[src/rtl/kbd_event_buffer_pkg.sv]
// ============================================================================
//  Module      : kbd_event_buffer_pkg
//  Description : Shared defaults for the keyboard event buffer: character
//                width, FIFO depth and the upstream handshake state codes.
//  Contents    : KBD_DATA_W, KBD_FIFO_DEPTH_LOG2, KBD_ST_IDLE, KBD_ST_ACK
//  Revision    : 1.0 - initial release
// ============================================================================
`default_nettype none

package kbd_event_buffer_pkg;
   localparam int KBD_DATA_W          = 8;
   localparam int KBD_FIFO_DEPTH_LOG2 = 3;

   // Upstream four-phase handshake states
   localparam logic [0:0] KBD_ST_IDLE = 1'b0;
   localparam logic [0:0] KBD_ST_ACK  = 1'b1;
endpackage

`default_nettype wire

[src/rtl/kbd_event_buffer_sync_fifo.sv]
// ============================================================================
//  Module      : kbd_event_buffer_sync_fifo
//  Description : Single-clock FIFO with registered head output. Push is
//                accepted when not full, or when full together with a valid
//                pop. Pop on empty is ignored. Reusable for other rx paths.
//  Ports       : clk50M, rst          clock / sync active-high reset
//                push_i, wdata_i      write request and data
//                pop_i                read request
//                head_o               registered head entry (0 when empty)
//                count_o              occupancy 0..2**DEPTH_LOG2
//                full_o, empty_o      status, combinational from count
//  Revision    : 1.0 - initial release
// ============================================================================
`default_nettype none

module kbd_event_buffer_sync_fifo
   import kbd_event_buffer_pkg::*;
#(
   parameter int DATA_W     = KBD_DATA_W,
   parameter int DEPTH_LOG2 = KBD_FIFO_DEPTH_LOG2
) (
   input  logic                  clk50M,
   input  logic                  rst,
   input  logic                  push_i,
   input  logic [DATA_W-1:0]     wdata_i,
   input  logic                  pop_i,
   output logic [DATA_W-1:0]     head_o,
   output logic [DEPTH_LOG2:0]   count_o,
   output logic                  full_o,
   output logic                  empty_o
);

   localparam int                DEPTH     = 1 << DEPTH_LOG2;
   localparam logic [DEPTH_LOG2:0] DEPTH_CNT = {1'b1, {DEPTH_LOG2{1'b0}}};

   logic [DATA_W-1:0]     mem_q [DEPTH];
   logic [DEPTH_LOG2-1:0] wr_ptr_q;
   logic [DEPTH_LOG2-1:0] rd_ptr_q;
   logic [DEPTH_LOG2:0]   count_q;
   logic [DEPTH_LOG2:0]   count_d;
   logic [DATA_W-1:0]     head_q;
   logic                  wr_en;
   logic                  rd_en;

   assign full_o  = (count_q == DEPTH_CNT);
   assign empty_o = (count_q == '0);

   // A pop frees a slot in the same cycle, so a full FIFO still accepts a
   // push that coincides with a valid pop.
   assign rd_en = pop_i && !empty_o;
   assign wr_en = push_i && (!full_o || rd_en);

   always_comb begin
      count_d = count_q;
      if (wr_en && !rd_en) begin
         count_d = count_q + 1'b1;
      end else if (rd_en && !wr_en) begin
         count_d = count_q - 1'b1;
      end
   end

   // Storage needs no reset
   always_ff @(posedge clk50M) begin
      if (wr_en) begin
         mem_q[wr_ptr_q] <= wdata_i;
      end
   end

   always_ff @(posedge clk50M) begin
      if (rst) begin
         wr_ptr_q <= '0;
         rd_ptr_q <= '0;
         count_q  <= '0;
         head_q   <= '0;
      end else begin
         if (wr_en) wr_ptr_q <= wr_ptr_q + 1'b1;
         if (rd_en) rd_ptr_q <= rd_ptr_q + 1'b1;
         count_q <= count_d;
         // Forced to 0 when empty so uninitialised storage never shows
         head_q  <= (count_q != '0) ? mem_q[rd_ptr_q] : '0;
      end
   end

   assign head_o  = head_q;
   assign count_o = count_q;

endmodule

`default_nettype wire

[src/rtl/kbd_event_buffer.sv]
// ============================================================================
//  Module      : kbd_event_buffer
//  Description : Character buffer between ps2_drv and the CPU system.
//                Four-phase upstream handshake, synchronised edge-triggered
//                downstream ack, level interrupt while non-empty, sticky
//                overflow flag.
//  Ports       : clk50M, rst          clock / sync active-high reset
//                up_req, up_data      ps2_drv request level and character
//                up_ack               four-phase ack to ps2_drv
//                dn_int, dn_data      interrupt level and head character
//                dn_ack               async ack from CPU domain (pops on rise)
//                clr_ovf, ovf         overflow clear pulse / sticky flag
//                count                FIFO occupancy
//  Revision    : 1.0 - initial release
// ============================================================================
`default_nettype none

module kbd_event_buffer
   import kbd_event_buffer_pkg::*;
#(
   parameter int DATA_W     = KBD_DATA_W,
   parameter int DEPTH_LOG2 = KBD_FIFO_DEPTH_LOG2
) (
   input  logic                clk50M,
   input  logic                rst,
   input  logic                up_req,
   input  logic [DATA_W-1:0]   up_data,
   output logic                up_ack,
   output logic                dn_int,
   output logic [DATA_W-1:0]   dn_data,
   input  logic                dn_ack,
   input  logic                clr_ovf,
   output logic                ovf,
   output logic [DEPTH_LOG2:0] count
);

   logic [0:0] state_q;
   logic [0:0] state_d;
   logic       up_ack_q;
   logic       up_ack_d;
   logic       push;
   logic [2:0] ack_sync_q;
   logic       ack_rise;
   logic       pop_ok;
   logic       drop;
   logic       dn_int_q;
   logic       ovf_q;
   logic       fifo_full;
   logic       fifo_empty;
   logic [DEPTH_LOG2:0] fifo_count;

   // ---------------- upstream handshake FSM ----------------
   always_ff @(posedge clk50M) begin
      if (rst) begin
         state_q  <= KBD_ST_IDLE;
         up_ack_q <= 1'b0;
      end else begin
         state_q  <= state_d;
         up_ack_q <= up_ack_d;
      end
   end

   always_comb begin
      state_d = state_q;
      case (state_q)
         KBD_ST_IDLE: if (up_req)  state_d = KBD_ST_ACK;
         KBD_ST_ACK:  if (!up_req) state_d = KBD_ST_IDLE;
      endcase
   end

   // Push only on the IDLE->ACK transition, so a held req pushes once.
   // Ack drops on the same edge the FSM sees req low.
   always_comb begin
      push     = (state_q == KBD_ST_IDLE) && up_req;
      up_ack_d = (state_q == KBD_ST_ACK) && up_req;
   end

   // ---------------- downstream ack synchroniser ----------------
   // [0],[1] form the 2-flop synchroniser, [2] holds the previous value
   always_ff @(posedge clk50M) begin
      if (rst) begin
         ack_sync_q <= '0;
      end else begin
         ack_sync_q <= {ack_sync_q[1:0], dn_ack};
      end
   end

   assign ack_rise = ack_sync_q[1] && !ack_sync_q[2];
   assign pop_ok   = ack_rise && !fifo_empty;
   assign drop     = push && fifo_full && !pop_ok;

   kbd_event_buffer_sync_fifo #(
      .DATA_W     (DATA_W),
      .DEPTH_LOG2 (DEPTH_LOG2)
   ) u_fifo (
      .clk50M  (clk50M),
      .rst     (rst),
      .push_i  (push),
      .wdata_i (up_data),
      .pop_i   (pop_ok),
      .head_o  (dn_data),
      .count_o (fifo_count),
      .full_o  (fifo_full),
      .empty_o (fifo_empty)
   );

   // ---------------- interrupt and overflow ----------------
   always_ff @(posedge clk50M) begin
      if (rst) begin
         dn_int_q <= 1'b0;
         ovf_q    <= 1'b0;
      end else begin
         dn_int_q <= (fifo_count != '0);
         if (drop) begin
            ovf_q <= 1'b1;          // set beats a simultaneous clear
         end else if (clr_ovf) begin
            ovf_q <= 1'b0;
         end
      end
   end

   assign up_ack = up_ack_q;
   assign dn_int = dn_int_q;
   assign ovf    = ovf_q;
   assign count  = fifo_count;

endmodule

`default_nettype wire

[config.mk]
export PLATFORM = sky130hd
export DESIGN_NAME = kbd_event_buffer
export DESIGN_NICKNAME = d
export VERILOG_FILES = /design/src/rtl/kbd_event_buffer_pkg.sv /design/src/rtl/kbd_event_buffer_sync_fifo.sv /design/src/rtl/kbd_event_buffer.sv
export SDC_FILE = /design/constraint.sdc
export NUM_CORES = 1
export LEC_CHECK = 0
export ABC_AREA = 1
export BUFFER_PORTS_ARGS = -buffer_cell sky130_fd_sc_hd__buf_2
export CAP_MARGIN = 0
export CORE_MARGIN = 3
export CORE_UTILIZATION = 40
export DETAILED_ROUTE_END_ITERATION = 8
export GPL_TIMING_DRIVEN = 0
export HOLD_SLACK_MARGIN = 0.08
export PLACE_DENSITY = 0.63
export SLEW_MARGIN = 20
export SYNTH_ARGS = -nofsm -noshare
export SYNTH_HDL_FRONTEND = slang
export SYNTH_HIERARCHICAL = 1
export SYNTH_SLANG_ARGS = --single-unit
export TNS_END_PERCENT = 30
[constraint.sdc]
create_clock -name clk50M -period 3.5 [get_ports clk50M]
set_input_delay 0.7 -clock clk50M [delete_from_list [all_inputs] [get_ports clk50M]]
set_output_delay 0.7 -clock clk50M [all_outputs]
set_load 0.05 [all_outputs]
## Word level (Yosys, flattened, before mapping)

Memories as Yosys holds them, arrays and structs flattened. A register that Yosys moved wholly into a read port is not among the register bits.
Index checks and enable logic that the tools add are counted.

| operators by class | value |
|---|---|
| add/sub/neg operators | 4 |
| reduce and logical (&&, ||, !) cells | 22 |
| eq/ne operators | 1 |
| muxes and demuxes | 7 |
| bitwise operators | 2 |

Operators by type and width:

| kind | count |
|---|---|
| $logic_and 1x1->1 | 10 |
| $mux 4 | 2 |
| $add 3x1->3 const B | 2 |
| $logic_not 1->1 | 6 |
| $mux 1 | 5 |
| $add 4x1->4 const B | 1 |
| $eq 4x4->1 const B | 1 |
| $logic_not 4->1 | 1 |
| $reduce_bool 2->1 | 2 |
| $reduce_bool 4->1 | 1 |
| $sub 4x1->4 const B | 1 |
| $not 1->1 | 2 |
| $reduce_or 2->1 | 1 |
| $logic_or 1x1->1 | 1 |

| storage, ports and cells | value |
|---|---|
| bits in writable memories | 64 |
| word-level logic and storage cells | 45 |
| input port bits | 13 |
| output and inout port bits | 15 |
| memories kept | 1 |
| register bits after elaboration | 17 |

Memory list:

| name | words | bits a word | read ports | clocked after memory_dff | write ports | RTL line | RTL |
|---|---|---|---|---|---|---|---|
| u_fifo.mem_q | 8 | 8 | 1 | 1 | 1 | kbd_event_buffer_sync_fifo.sv:36 | `logic [DATA_W-1:0] mem_q [DEPTH];` |

## Longest topological paths before layout

Gate-level depths: netlist of the first run.

| depth | value |
|---|---|
| word-level depth | 10 |
| gate-level depth with buffers | 20 |
| gate-level depth less buffers | 20 |

## Cells and area by module

The synthesis of the first run kept the hierarchy.

By module, submodules not included:

| module | area each (um2) | instances | cells each |
|---|---|---|---|
| kbd_event_buffer_sync_fifo | 3689.8 | 1 | 367 |
| kbd_event_buffer | 246.5 | 1 | 31 |

## Worst setup path before layout of the first run

OpenSTA, ideal clock, no wires.

| path | value |
|---|---|
| path type | reg2reg |
| from | register u_fifo.count_q[2], in the netlist u_fifo/count_o[2] |
| to | register u_fifo.count_q[3], in the netlist u_fifo/count_o[3] |
| data arrival time | 2.739 ns |
| setup time | 0.109 ns |
| stages on the path, launching flop included | 19 |
| path slack | 0.653 ns |
| path buffers | 0 |
| cells stage by stage | dfxtp_1 inv_1 nand3_4 inv_2 inv_1 nand3b_1 inv_1 inv_2 nand4_4 nand2_1 inv_2 ha_1 inv_1 ha_1 or2_2 nand3_1 nand3_1 nand2_1 inv_1 |

| on the way | value |
|---|---|
| cells in the longest elaborated chain, start to end | 9 |

RTL lines:

| item | RTL line | RTL |
|---|---|---|
| from (decl) | kbd_event_buffer_sync_fifo.sv:39 | `logic [DEPTH_LOG2:0] count_q;` |
| from (signal assigned) | kbd_event_buffer_sync_fifo.sv:78 | `count_q <= count_d;` |
| $logic_not 4->1 (*) | kbd_event_buffer_sync_fifo.sv:46 | `assign empty_o = (count_q == '0);` |
| named net fifo_empty | kbd_event_buffer.sv:49 | `logic fifo_empty;` |
| $logic_not 1->1 (*) | kbd_event_buffer.sv:89 | `assign pop_ok = ack_rise && !fifo_empty;` |
| $logic_and 1x1->1 (*) | kbd_event_buffer.sv:89 |  |
| named net pop_ok | kbd_event_buffer.sv:44 | `logic pop_ok;` |
| $logic_and 1x1->1 (*) | kbd_event_buffer_sync_fifo.sv:50 | `assign rd_en = pop_i && !empty_o;` |
| $logic_or 1x1->1 (*) | kbd_event_buffer_sync_fifo.sv:51 | `assign wr_en = push_i && (!full_o \|\| rd_en);` |
| $logic_and 1x1->1 (*) | kbd_event_buffer_sync_fifo.sv:51 |  |
| named net u_fifo.wr_en | kbd_event_buffer_sync_fifo.sv:42 | `logic wr_en;` |
| $logic_not 1->1 | kbd_event_buffer_sync_fifo.sv:57 | `end else if (rd_en && !wr_en) begin` |
| $logic_and 1x1->1 | kbd_event_buffer_sync_fifo.sv:57 |  |
| $reduce_bool 2->1 (no source line) | -- |  |

The timed path passes the listed nets; every way through them passes the cells marked *. The select of a mux whose other input is x is not followed.
A chain may end at the register's enable or synchronous reset.

## Worst setup path after layout of the first run

| path | value |
|---|---|
| from | register u_fifo.count_q[0], in the netlist u_fifo/count_o[0] |
| to | register u_fifo.count_q[3], in the netlist u_fifo/count_o[3] |

The elaborated chain is that of the path after synthesis.

==> impl_metrics.ini, run 1 <==
[routing]
detail_route.iter0.violations = 152
drt-vias-per-instance = 4.50
routed_wire_length_per_instance_um = 13.1
detail-route-antenna-nets = 0
firstDrtPassIters = 4
via_count = 2564
drcViolationCount = 0
wirelength_um = 7490

[floorplanning]
floorplan.die.width_um = 105
floorplan.die.height_um = 105
die-area_um2 = 11100
pin_count = 28
placementRows = 35
fp.coreArea_um2 = 9420
initial_utilization = 0.418

[sta]
fin_skew_ns = 0.00719
fin_setup_tns_ns = 0
report.final.slew_viol_count = 0
setup-violations-final = 0
relSlewSlack = 0.430
rsz_0062_raised_after_global_routing = false
timing_limited_maximum_frequency_mhz = 360
period_share = 0.794
smallest_setup_slack_after_layout_ns = 0.720
timing_worst_slew_pin_value_ns = 0.852
finalCriticalPeriod_ns = 2.78
finalHoldViolations = 0

[flow_run]
max-cap-violations = 0

[grt]
pin_count_of_the_biggest_net_entering_global_routing = 16
grt_pass1_vias = 2448
number_of_antenna_violations_at_the_first_check_in_global_routing = 0
global_route.overflow_total = 0
grt_util_all_layers = 0.142
grt_pass1_wl_um = 12100

[cells_and_area]
design.final.nets = 455
combined_area_of_the_multi_input_logic_cells_um2 = 1150
nFillCells = 887
layout-drive-gt1-share = 0.209
layout_stage_area_growth_over_the_synthesis_result_pct = 12.9
seq_area_um2 = 2420
antenna_cells = 0

[synth]
synth.net_count = 417
yosysTopAreaCell = sky130_fd_sc_hd__edfxtp_1
yosysMostFrequentCell = sky130_fd_sc_hd__nand2_1
ys_seq_elements = 89
yosysUniqueCellTypes = 30
synthTopCellsByArea = sky130_fd_sc_hd__edfxtp_1, sky130_fd_sc_hd__dfxtp_1, sky130_fd_sc_hd__nand2_1, sky130_fd_sc_hd__inv_1, sky130_fd_sc_hd__nand3_1
ys_dominant_reg_cell = sky130_fd_sc_hd__edfxtp_1
syn_area_per_cell_um2 = 9.89
synth-seq-area-share = 0.615
synthesis.area_um2 = 3940
async_reset_ff_frac = 0
ys_top_cells_by_count = sky130_fd_sc_hd__nand2_1, sky130_fd_sc_hd__edfxtp_1, sky130_fd_sc_hd__inv_1
syn-instance-count = 398
synthDominantCellAreaShare = 0.488
synth-edff-count = 64
synth_warnings = 6

[clocking]
path_clk_slew_ns = 0.08
postCtsSetupRepairBufs = 0
cts_tree = yes
cts.repair.resized = 0
cts_num_sinks = 89
cts-root-to-sink-buffers = 2
cts_root_buffer = sky130_fd_sc_hd__clkbuf_8
ctsHtreeMaxLevel = 3
cts_inserted_buffers = 9
clkLatencyLatePin_ns = 0.35
postCtsHoldBufs = 0

[placed_design]
placement.setup.worst_slack_ns = 0.731
dp_hpwl_um = 5090
io_buffers = 27
place.gp.congestion = 0.791

[worst_setup_path]
arrival_ns = 3.04
setup.worst_path.end_class = register
critical_path_peak_fanout = 7
cp_data_required_time_ns = 3.76
worst-setup-path-type = reg2reg
timing.critical_path.from_type = register

[power]
power.internal_mw = 1.70
power_density_nw_per_um2 = 548
power.share.sequential = 0.506
comb_power_share = 0.201
swShare = 0.301
power.net_switching_mw = 0.734
vdd.ir_drop.worst_v = 0.000316
leakagePower_nw = 1.95
design_power_total_mw = 2.44
pwr-share-clk = 0.294

[outcome]
status = complete, no violations

[min_path]
hold_class = reg2reg
==> cell families (layout without fill, tap and decap cells) <==
| family | count (synthesis) | after routing | synth area share |
|---|---|---|---|
| buf+inv | 73 | 116 | 0.0925 |
| fa+ha+maj | 6 | 6 | 0.0210 |
| simple gates | 215 | 215 | 0.248 |
| compound gates | 12 | 12 | 0.0162 |
| xor+xnor | 3 | 3 | 0.00668 |
| flops | 89 | 89 | 0.615 |
==> final timing paths <==
check,end,from,slack [ns],depth (start not counted)
worst max-delay path,u_fifo/count_o[3],u_fifo/count_o[0],0.72,18
worst min-delay path,ack_sync_q[1],ack_sync_q[0],0.41,2
worst max register to register,u_fifo/count_o[3],u_fifo/count_o[0],0.72,18
worst min register to register,ack_sync_q[1],ack_sync_q[0],0.41,2
==> per-stage QoR <==
stage,instances,area (um2),utilization,hold slack (ns)
floorplan,398,3940,-,0.388
global placement,554,4230,0.450,0.392
detailed placement,554,4230,0.450,0.403
CTS,570,4450,0.472,0.415
global route,570,4450,0.472,0.446
finish,570,4450,0.472,0.412
==> sequential cells by signal, indices dropped and copies added (netlist names) <==
signal,cells
ack_sync_q,3
dn_int,1
ovf,1
state_q,1
u_fifo/count_o,4
u_fifo/head_o,8
u_fifo/mem_q,64
u_fifo/rd_ptr_q,3
u_fifo/wr_ptr_q,3
up_ack,1
==> power groups by stage <==
stage	Sequential [mW]	Combinational [mW]	Clock [mW]
finish	1.23	0.489	0.716
detailed placement	1.26	0.493	0
global route	1.24	0.540	0.787
CTS	1.23	0.494	0.734
global placement	1.25	0.485	0
floorplan	1.37	0.264	0
==> layout by cell type (no fill, tap or decap), drive strengths merged, types with 3 or more instances in the layout <==
cell and count:
edfxtp 64, inv 60, nand2 137, ha 5
dfxtp 25, xor2 3, clkbuf 14, buf 40
nor2 40, nand3 33, a21oi 10
==> metal layers <==
metal	vias up	track usage	wire, um
li1	1330	-	-
met1	1178	0.175	3370
met2	47	0.245	3740
met3	9	0.0377	297
met4	0	0.0412	94
met5	-	0	0
==> critical path: stages, from the launching register on <==
cell	delay (ns)
sky130_fd_sc_hd__dfxtp_1	0.42
sky130_fd_sc_hd__nor2_4	0.20
sky130_fd_sc_hd__nand3_4	0.11
sky130_fd_sc_hd__inv_2	0.12
sky130_fd_sc_hd__inv_1	0.05
sky130_fd_sc_hd__nand3b_1	0.10
sky130_fd_sc_hd__inv_1	0.11
sky130_fd_sc_hd__inv_2	0.09
sky130_fd_sc_hd__nand4_4	0.15
sky130_fd_sc_hd__nand2_1	0.11
sky130_fd_sc_hd__inv_2	0.04
sky130_fd_sc_hd__ha_1	0.20
sky130_fd_sc_hd__inv_1	0.14
sky130_fd_sc_hd__ha_1	0.27
sky130_fd_sc_hd__or2_2	0.31
sky130_fd_sc_hd__nand3_1	0.08
sky130_fd_sc_hd__nand3_1	0.08
sky130_fd_sc_hd__nand2_1	0.06
sky130_fd_sc_hd__inv_1	0.03
==> area by class of cell <==
type,count,share of cell area
tap,129,0.0363
clock inverter,2,0.00394
buffer,13,0.0290
inverter,60,0.0529
timing repair buffer,27,0.0304
sequential,89,0.545
clock buffer,14,0.0439
multi-input combinational,236,0.259
(Power assumes the default switching activity.)
==> run 2, diff against run 1 <==
--- a/config.mk
+++ b/config.mk
@@ -5,7 +5,7 @@
 export SDC_FILE = /design/constraint.sdc
 export NUM_CORES = 1
 export LEC_CHECK = 0
-export ABC_AREA = 1
+export ABC_AREA = 0
 export BUFFER_PORTS_ARGS = -buffer_cell sky130_fd_sc_hd__buf_2
 export CAP_MARGIN = 0
 export CORE_MARGIN = 3
@@ -13,7 +13,7 @@
 export DETAILED_ROUTE_END_ITERATION = 8
 export GPL_TIMING_DRIVEN = 0
 export HOLD_SLACK_MARGIN = 0.08
-export PLACE_DENSITY = 0.63
+export PLACE_DENSITY = 0.65
 export SLEW_MARGIN = 20
 export SYNTH_ARGS = -nofsm -noshare
 export SYNTH_HDL_FRONTEND = slang
==> constraint.sdc (replaced) <==
create_clock -name clk50M -period 2.2 [get_ports clk50M]
set_input_delay 0.44 -clock clk50M [delete_from_list [all_inputs] [get_ports clk50M]]
set_output_delay 0.44 -clock clk50M [all_outputs]
set_load 0.05 [all_outputs]
==> run 2 against run 1 <==
- the flow now finishes with violations (negative setup slack)
- clock power up 56%
- cell area down 5.9%
- register-to-register slack worse by 0.96 ns
- synthesized area down 13%
- power up 82%
- core utilization up 3.4 points
- critical path type unchanged
- largest power group unchanged
- highest routed layer unchanged
==> impl_metrics.ini, run 2 <==
[cells_and_area]
mostFrequentLayoutCell = sky130_fd_sc_hd__edfxtp_1
number_of_flip_flops_in_the_largest_register = 64
finish.utilization = 0.507
final_cell_mix = sky130_fd_sc_hd__edfxtp_1, sky130_fd_sc_hd__buf_2, sky130_fd_sc_hd__nor2_1, sky130_fd_sc_hd__dfxtp_1, sky130_fd_sc_hd__mux4_2
layout_stage_area_growth_over_the_synthesis_result_pct = 22.4
post-route-cell-area_um2 = 4180
layout-drive-gt1-share = 0.409
antenna_cells = 0
final-instance-count-excl-fill = 362
design.final.nets = 271
register_name_with_the_most_flops = u_fifo/mem_q

[worst_setup_path]
critical_path_start = u_fifo/count_o[0]
arrival_ns = 2.69
rrSetupSlack_ns = -0.24
setup.worst_path.end_class = register
timing.critical_path.from_type = register
regToRegStartpoint = u_fifo/count_o[0]
cp_data_required_time_ns = 2.45
worst-setup-path-type = reg2reg
critical_path_peak_fanout = 4

[power]
power.internal_mw = 2.99
power.net_switching_mw = 1.45
leakagePower_nw = 1.44
pwr-share-clk = 0.251
power.share.sequential = 0.469
design_power_total_mw = 4.44
power_density_nw_per_um2 = 1060
swShare = 0.326
comb_power_share = 0.280
vdd.ir_drop.worst_v = 0.000406

[sta]
timing_limited_maximum_frequency_mhz = 410
worst_hold_slack_ns = 0.301
period_share = 1.11
timing_worst_slew_pin_value_ns = 0.797
relSlewSlack = 0.469
setup-violations-final = 3
rsz_0062_raised_after_global_routing = true
finalHoldViolations = 0
fin_skew_ns = 0.00973
report.final.slew_viol_count = 0
finalCriticalPeriod_ns = 2.44
fin_setup_tns_ns = -0.475
smallest_setup_slack_after_layout_ns = -0.241

[grt]
global_route.overflow_total = 0
grt_pass1_vias = 1837
number_of_antenna_violations_at_the_first_check_in_global_routing = 0
grt_pass1_wl_um = 9890
grt_util_all_layers = 0.139
pin_count_of_the_biggest_net_entering_global_routing = 17

[clocking]
postCtsHoldBufs = 0
cts_tree = yes
cts_num_sinks = 89
ctsHtreeMaxLevel = 3
cts-root-to-sink-buffers = 2
clkLatencyLatePin_ns = 0.35
path_clk_slew_ns = 0.09
cts_root_buffer = sky130_fd_sc_hd__clkbuf_8
cts_inserted_buffers = 9

[routing]
routed_wire_length_per_instance_um = 17.4
detail_route.iter0.violations = 90
drcViolationCount = 0
via_count = 1876
detail-route-antenna-nets = 0
firstDrtPassIters = 4
wirelength_um = 6300
drt-vias-per-instance = 5.18

[floorplanning]
placementRows = 33
floorplan.die.height_um = 98.4
initial_utilization = 0.414
fp.coreArea_um2 = 8260
floorplan.die.width_um = 98.4
pin_count = 28
die-area_um2 = 9690

[synth]
synth_mux_area_frac = 0.138
synthXorXnorAreaFrac = 0.0176
yosysMostFrequentCell = sky130_fd_sc_hd__edfxtp_1
async_reset_ff_frac = 0
synthesis.area_um2 = 3420
synthTopCellsByArea = sky130_fd_sc_hd__edfxtp_1, sky130_fd_sc_hd__dfxtp_1, sky130_fd_sc_hd__mux4_2, sky130_fd_sc_hd__mux2i_1, sky130_fd_sc_hd__nor2_1
synthSimpleGateAreaFrac = 0.0736
synth.net_count = 218
synth_warnings = 6
synthDominantCellAreaShare = 0.562
post_synthesis_compound_gate_area_fraction = 0.0227
yosysTopAreaCell = sky130_fd_sc_hd__edfxtp_1
ys_dominant_reg_cell = sky130_fd_sc_hd__edfxtp_1
dominant_combinational_cell_family_by_area_after_synthesis = multiplexers
synth-edff-count = 64
syn-instance-count = 199
ys_seq_elements = 89
synth-seq-area-share = 0.709
ys_top_cells_by_count = sky130_fd_sc_hd__edfxtp_1, sky130_fd_sc_hd__dfxtp_1, sky130_fd_sc_hd__nor2_1
yosysUniqueCellTypes = 37
synth_fa_ha_area_frac = 0.0242
syn_area_per_cell_um2 = 17.2

[placed_design]
placement.setup.worst_slack_ns = -0.479
io_buffers = 27
place.gp.congestion = 0.694
total_placed_cells_including_tap_cells = 332
dp_hpwl_um = 3900
placement.cell_area_um2 = 3770

[outcome]
status = finished with violations
violated_checks = negative setup slack

[min_path]
hold_class = in2reg
origin_of_the_worst_min_delay_path = dn_ack

[flow_run]
max-cap-violations = 0
## run 2: critical path, stage by stage (launching register included)
cell and delay (ns):
sky130_fd_sc_hd__dfxtp_4 0.37, sky130_fd_sc_hd__or4b_4 0.57, sky130_fd_sc_hd__o21ai_4 0.18, sky130_fd_sc_hd__inv_4 0.06
sky130_fd_sc_hd__ha_4 0.17, sky130_fd_sc_hd__inv_4 0.06, sky130_fd_sc_hd__ha_4 0.21, sky130_fd_sc_hd__a21oi_2 0.13
sky130_fd_sc_hd__a211oi_1 0.08, sky130_fd_sc_hd__a31oi_1 0.17, sky130_fd_sc_hd__mux2_2 0.34
## run 2: final timing paths
check	depth (start not counted)	endpoint
worst max-delay path	10	u_fifo/count_o[3]
worst min-delay path	2	ack_sync_q[0]
worst max register to register	10	u_fifo/count_o[3]
worst min register to register	1	ack_sync_q[1]
## run 2: per-layer routing
metal  wire length, um  GRT usage
met5                 0          0
met3               245     0.0432
met4               124     0.0473
met1              2580      0.176
met2              3350      0.228
## run 2: final cells by class
| class | instances | area (um2) |
|---|---|---|
| Clock inverter | 7 | 76.3 |
| Timing Repair Buffer | 42 | 255 |
| Sequential cell | 89 | 2440 |
| Fill cell | 692 | 4080 |
| Multi-Input combinational cell | 98 | 1100 |
| Buffer | 8 | 36.3 |
| Inverter | 4 | 20.0 |
| Clock buffer | 9 | 124 |
| Tap cell | 105 | 131 |
## run 2: power by group through the flow
stage               combinational (mW)  clock [mW]  sequential [mW]
floorplan                        0.465           0             2.41
global placement                 0.995           0             2.11
detailed placement                1.03           0             2.12
CTS                               1.15        1.14             2.09
global route                      1.35        1.21             2.10
finish                            1.24        1.12             2.08
## run 2: cell families after synthesis
family,after synthesis
DFF,89
and+or+nand+nor,50
muxes,27
buffers and inverters,12
AOI/OAI and AO/OA,9
xor gates and xnor gates,6
adders and majority gates,6
## run 2: repair_timing
action	CTS	global route
gates resized for setup	9	12
gates cloned	0	0
endpoints found under the setup margin	36	51
buffers inserted	9	6
pin swaps	6	7
==> run 3, diff against run 2 <==
--- a/config.mk
+++ b/config.mk
@@ -7,9 +7,10 @@
 export LEC_CHECK = 0
 export ABC_AREA = 0
 export BUFFER_PORTS_ARGS = -buffer_cell sky130_fd_sc_hd__buf_2
-export CAP_MARGIN = 0
+export CAP_MARGIN = 20
 export CORE_MARGIN = 3
 export CORE_UTILIZATION = 40
+export CTS_BUF_LIST = sky130_fd_sc_hd__clkbuf_16
 export DETAILED_ROUTE_END_ITERATION = 8
 export GPL_TIMING_DRIVEN = 0
 export HOLD_SLACK_MARGIN = 0.08
==> run 3 against run 2 <==
- the run still ends with negative setup slack left
- hold slack gained 0.016 ns
- critical path depth stayed put
- final cell count shrank 0.55%
- count of clock-buffer cells in the layout unchanged
- first-iteration DRC count grew 4.4%
- clock skew fell by 0.0037 ns
- register-to-register slack hardly changed
- fmax is essentially flat
- core utilization is 1.0 points higher
- global-route usage up 0.083 points
- sequential share of layout area fell by 1.1 points
- sequential cell count stayed put
==> impl_metrics.ini, run 3 (synthesis gave the netlist of run 2 again) <==
[outcome]
status = finished with violations
violated_checks = negative setup slack

[floorplanning]
initial_utilization = 0.414
placementRows = 33
floorplan.die.width_um = 98.4
floorplan.die.height_um = 98.4
pin_count = 28
die-area_um2 = 9690
fp.coreArea_um2 = 8260

[worst_setup_path]
worst-setup-path-type = reg2reg
timing.critical_path.max_delay_family = simple AND/OR/NAND/NOR gates
slowest_delay_ns = 0.57
arrival_ns = 2.67
timing.critical_path.buf_inv = 2
critical_path_peak_fanout = 4
worstSetupPathDepth = 10
r2r-end = u_fifo/count_o[3]
cp_data_required_time_ns = 2.43
critical_path_start = u_fifo/count_o[0]
crit_path_cell_trace = or4b_4 > o21ai_4 > inv_4 > ha_4 > inv_4 > ha_4 > a21oi_2 > a211oi_1 > a31oi_1 > mux2_2
cp-endpoint = u_fifo/count_o[3]
reg2regPathDepth = 10
cp_slowest_cell = sky130_fd_sc_hd__or4b_4
regToRegStartpoint = u_fifo/count_o[0]
setup.worst_path.end_class = register
rrSetupSlack_ns = -0.24
timing.critical_path.from_type = register

[placed_design]
placement.setup.worst_slack_ns = -0.479
place.gp.congestion = 0.694
dp_hpwl_um = 3900
placement.cell_area_um2 = 3770
io_buffers = 27

[clocking]
ctsHtreeMaxLevel = 3
path_clk_slew_ns = 0.06
cts_inserted_buffers = 9
cts_root_buffer = sky130_fd_sc_hd__clkbuf_16
clkLatencyLatePin_ns = 0.34
postCtsHoldBufs = 0
cts_num_sinks = 89
cts-root-to-sink-buffers = 2
cts_tree = yes

[power]
leakagePower_nw = 1.47
swShare = 0.309
design_power_total_mw = 4.82
comb_power_share = 0.254
power.share.sequential = 0.432
pwr-share-clk = 0.314
power.internal_mw = 3.33
vdd.ir_drop.worst_v = 0.000443
power_density_nw_per_um2 = 1130
power.net_switching_mw = 1.49

[cells_and_area]
layout_stage_area_growth_over_the_synthesis_result_pct = 24.8
post-route-cell-area_um2 = 4270
mostFrequentLayoutCell = sky130_fd_sc_hd__edfxtp_1
design.final.nets = 269
final_cell_mix = sky130_fd_sc_hd__edfxtp_1, sky130_fd_sc_hd__buf_2, sky130_fd_sc_hd__nor2_1, sky130_fd_sc_hd__dfxtp_1, sky130_fd_sc_hd__mux4_2
antenna_cells = 0
number_of_flip_flops_in_the_largest_register = 64
finish.utilization = 0.517
register_name_with_the_most_flops = u_fifo/mem_q
layout-drive-gt1-share = 0.404

[sta]
rsz_0062_raised_after_global_routing = true
report.final.slew_viol_count = 0
timing_limited_maximum_frequency_mhz = 410
finalHoldViolations = 0
timing_worst_slew_pin_value_ns = 0.809
setup-violations-final = 3
finalCriticalPeriod_ns = 2.44
fin_skew_ns = 0.00599
relSlewSlack = 0.460
period_share = 1.11
smallest_setup_slack_after_layout_ns = -0.239
worst_hold_slack_ns = 0.317

[routing]
wirelength_um = 6360
drt-vias-per-instance = 5.15
detail-route-antenna-nets = 0
via_count = 1854
detail_route.iter0.violations = 94
drcViolationCount = 0
routed_wire_length_per_instance_um = 17.7
firstDrtPassIters = 4

[min_path]
hold_class = in2reg

[grt]
grt_pass1_wl_um = 9900
grt_pass1_vias = 1844
number_of_antenna_violations_at_the_first_check_in_global_routing = 0
pin_count_of_the_biggest_net_entering_global_routing = 17
grt_util_all_layers = 0.140
global_route.overflow_total = 0

[flow_run]
max-cap-violations = 0
## run 3: layout make-up
cell class                      count  area, um2
Clock inverter                      7       76.3
Sequential cell                    89       2440
Tap cell                          105        131
Inverter                            4       20.0
Timing Repair Buffer               40        236
Buffer                              8       36.3
Clock buffer                        9        225
Multi-Input combinational cell     98       1100
Fill cell                         682       3990
## run 3: worst min path at each step
stage	start	endpoint	slack (ns)	depth (start not counted)
floorplan	ack_sync_q[0]	ack_sync_q[1]	0.41	1
global placement	ack_sync_q[0]	ack_sync_q[1]	0.42	1
detailed placement	ack_sync_q[0]	ack_sync_q[1]	0.43	1
CTS	dn_ack	ack_sync_q[0]	0.31	2
global route	dn_ack	ack_sync_q[0]	0.34	2
finish	dn_ack	ack_sync_q[0]	0.32	2
## run 3: timing repair
action                     CTS  global route
gates resized for setup     10            10
pin swaps                    6             7
setup endpoints to repair   36            43
setup buffers                9             4
## run 3: stage by stage
stage	TNS (ns)	cells
after global routing	-0.986	360
after global placement	-21.56	331
final	-0.301	360
after CTS	-0.338	357
after floorplan	-1.48	199
after detailed placement	-7.15	332
## run 3: power by group through the flow
stage | combinational (mW) | sequential (mW) | clock, mW
2_1_floorplan | 0.465 | 2.41 | 0
3_3_place_gp | 0.995 | 2.11 | 0
3_5_place_dp | 1.03 | 2.12 | 0
4_1_cts | 1.15 | 2.09 | 1.55
5_1_grt | 1.33 | 2.10 | 1.61
6_report | 1.23 | 2.08 | 1.51
## run 3: routing by layer
metal  share of wire  wire length (um)  vias up  track usage
met5               0                 0        -            0
met4           0.019               122        0       0.0630
met3           0.043               274        9       0.0347
met2            0.53              3340       37        0.230
met1            0.41              2620      944        0.175
li1                -                 -      864            -
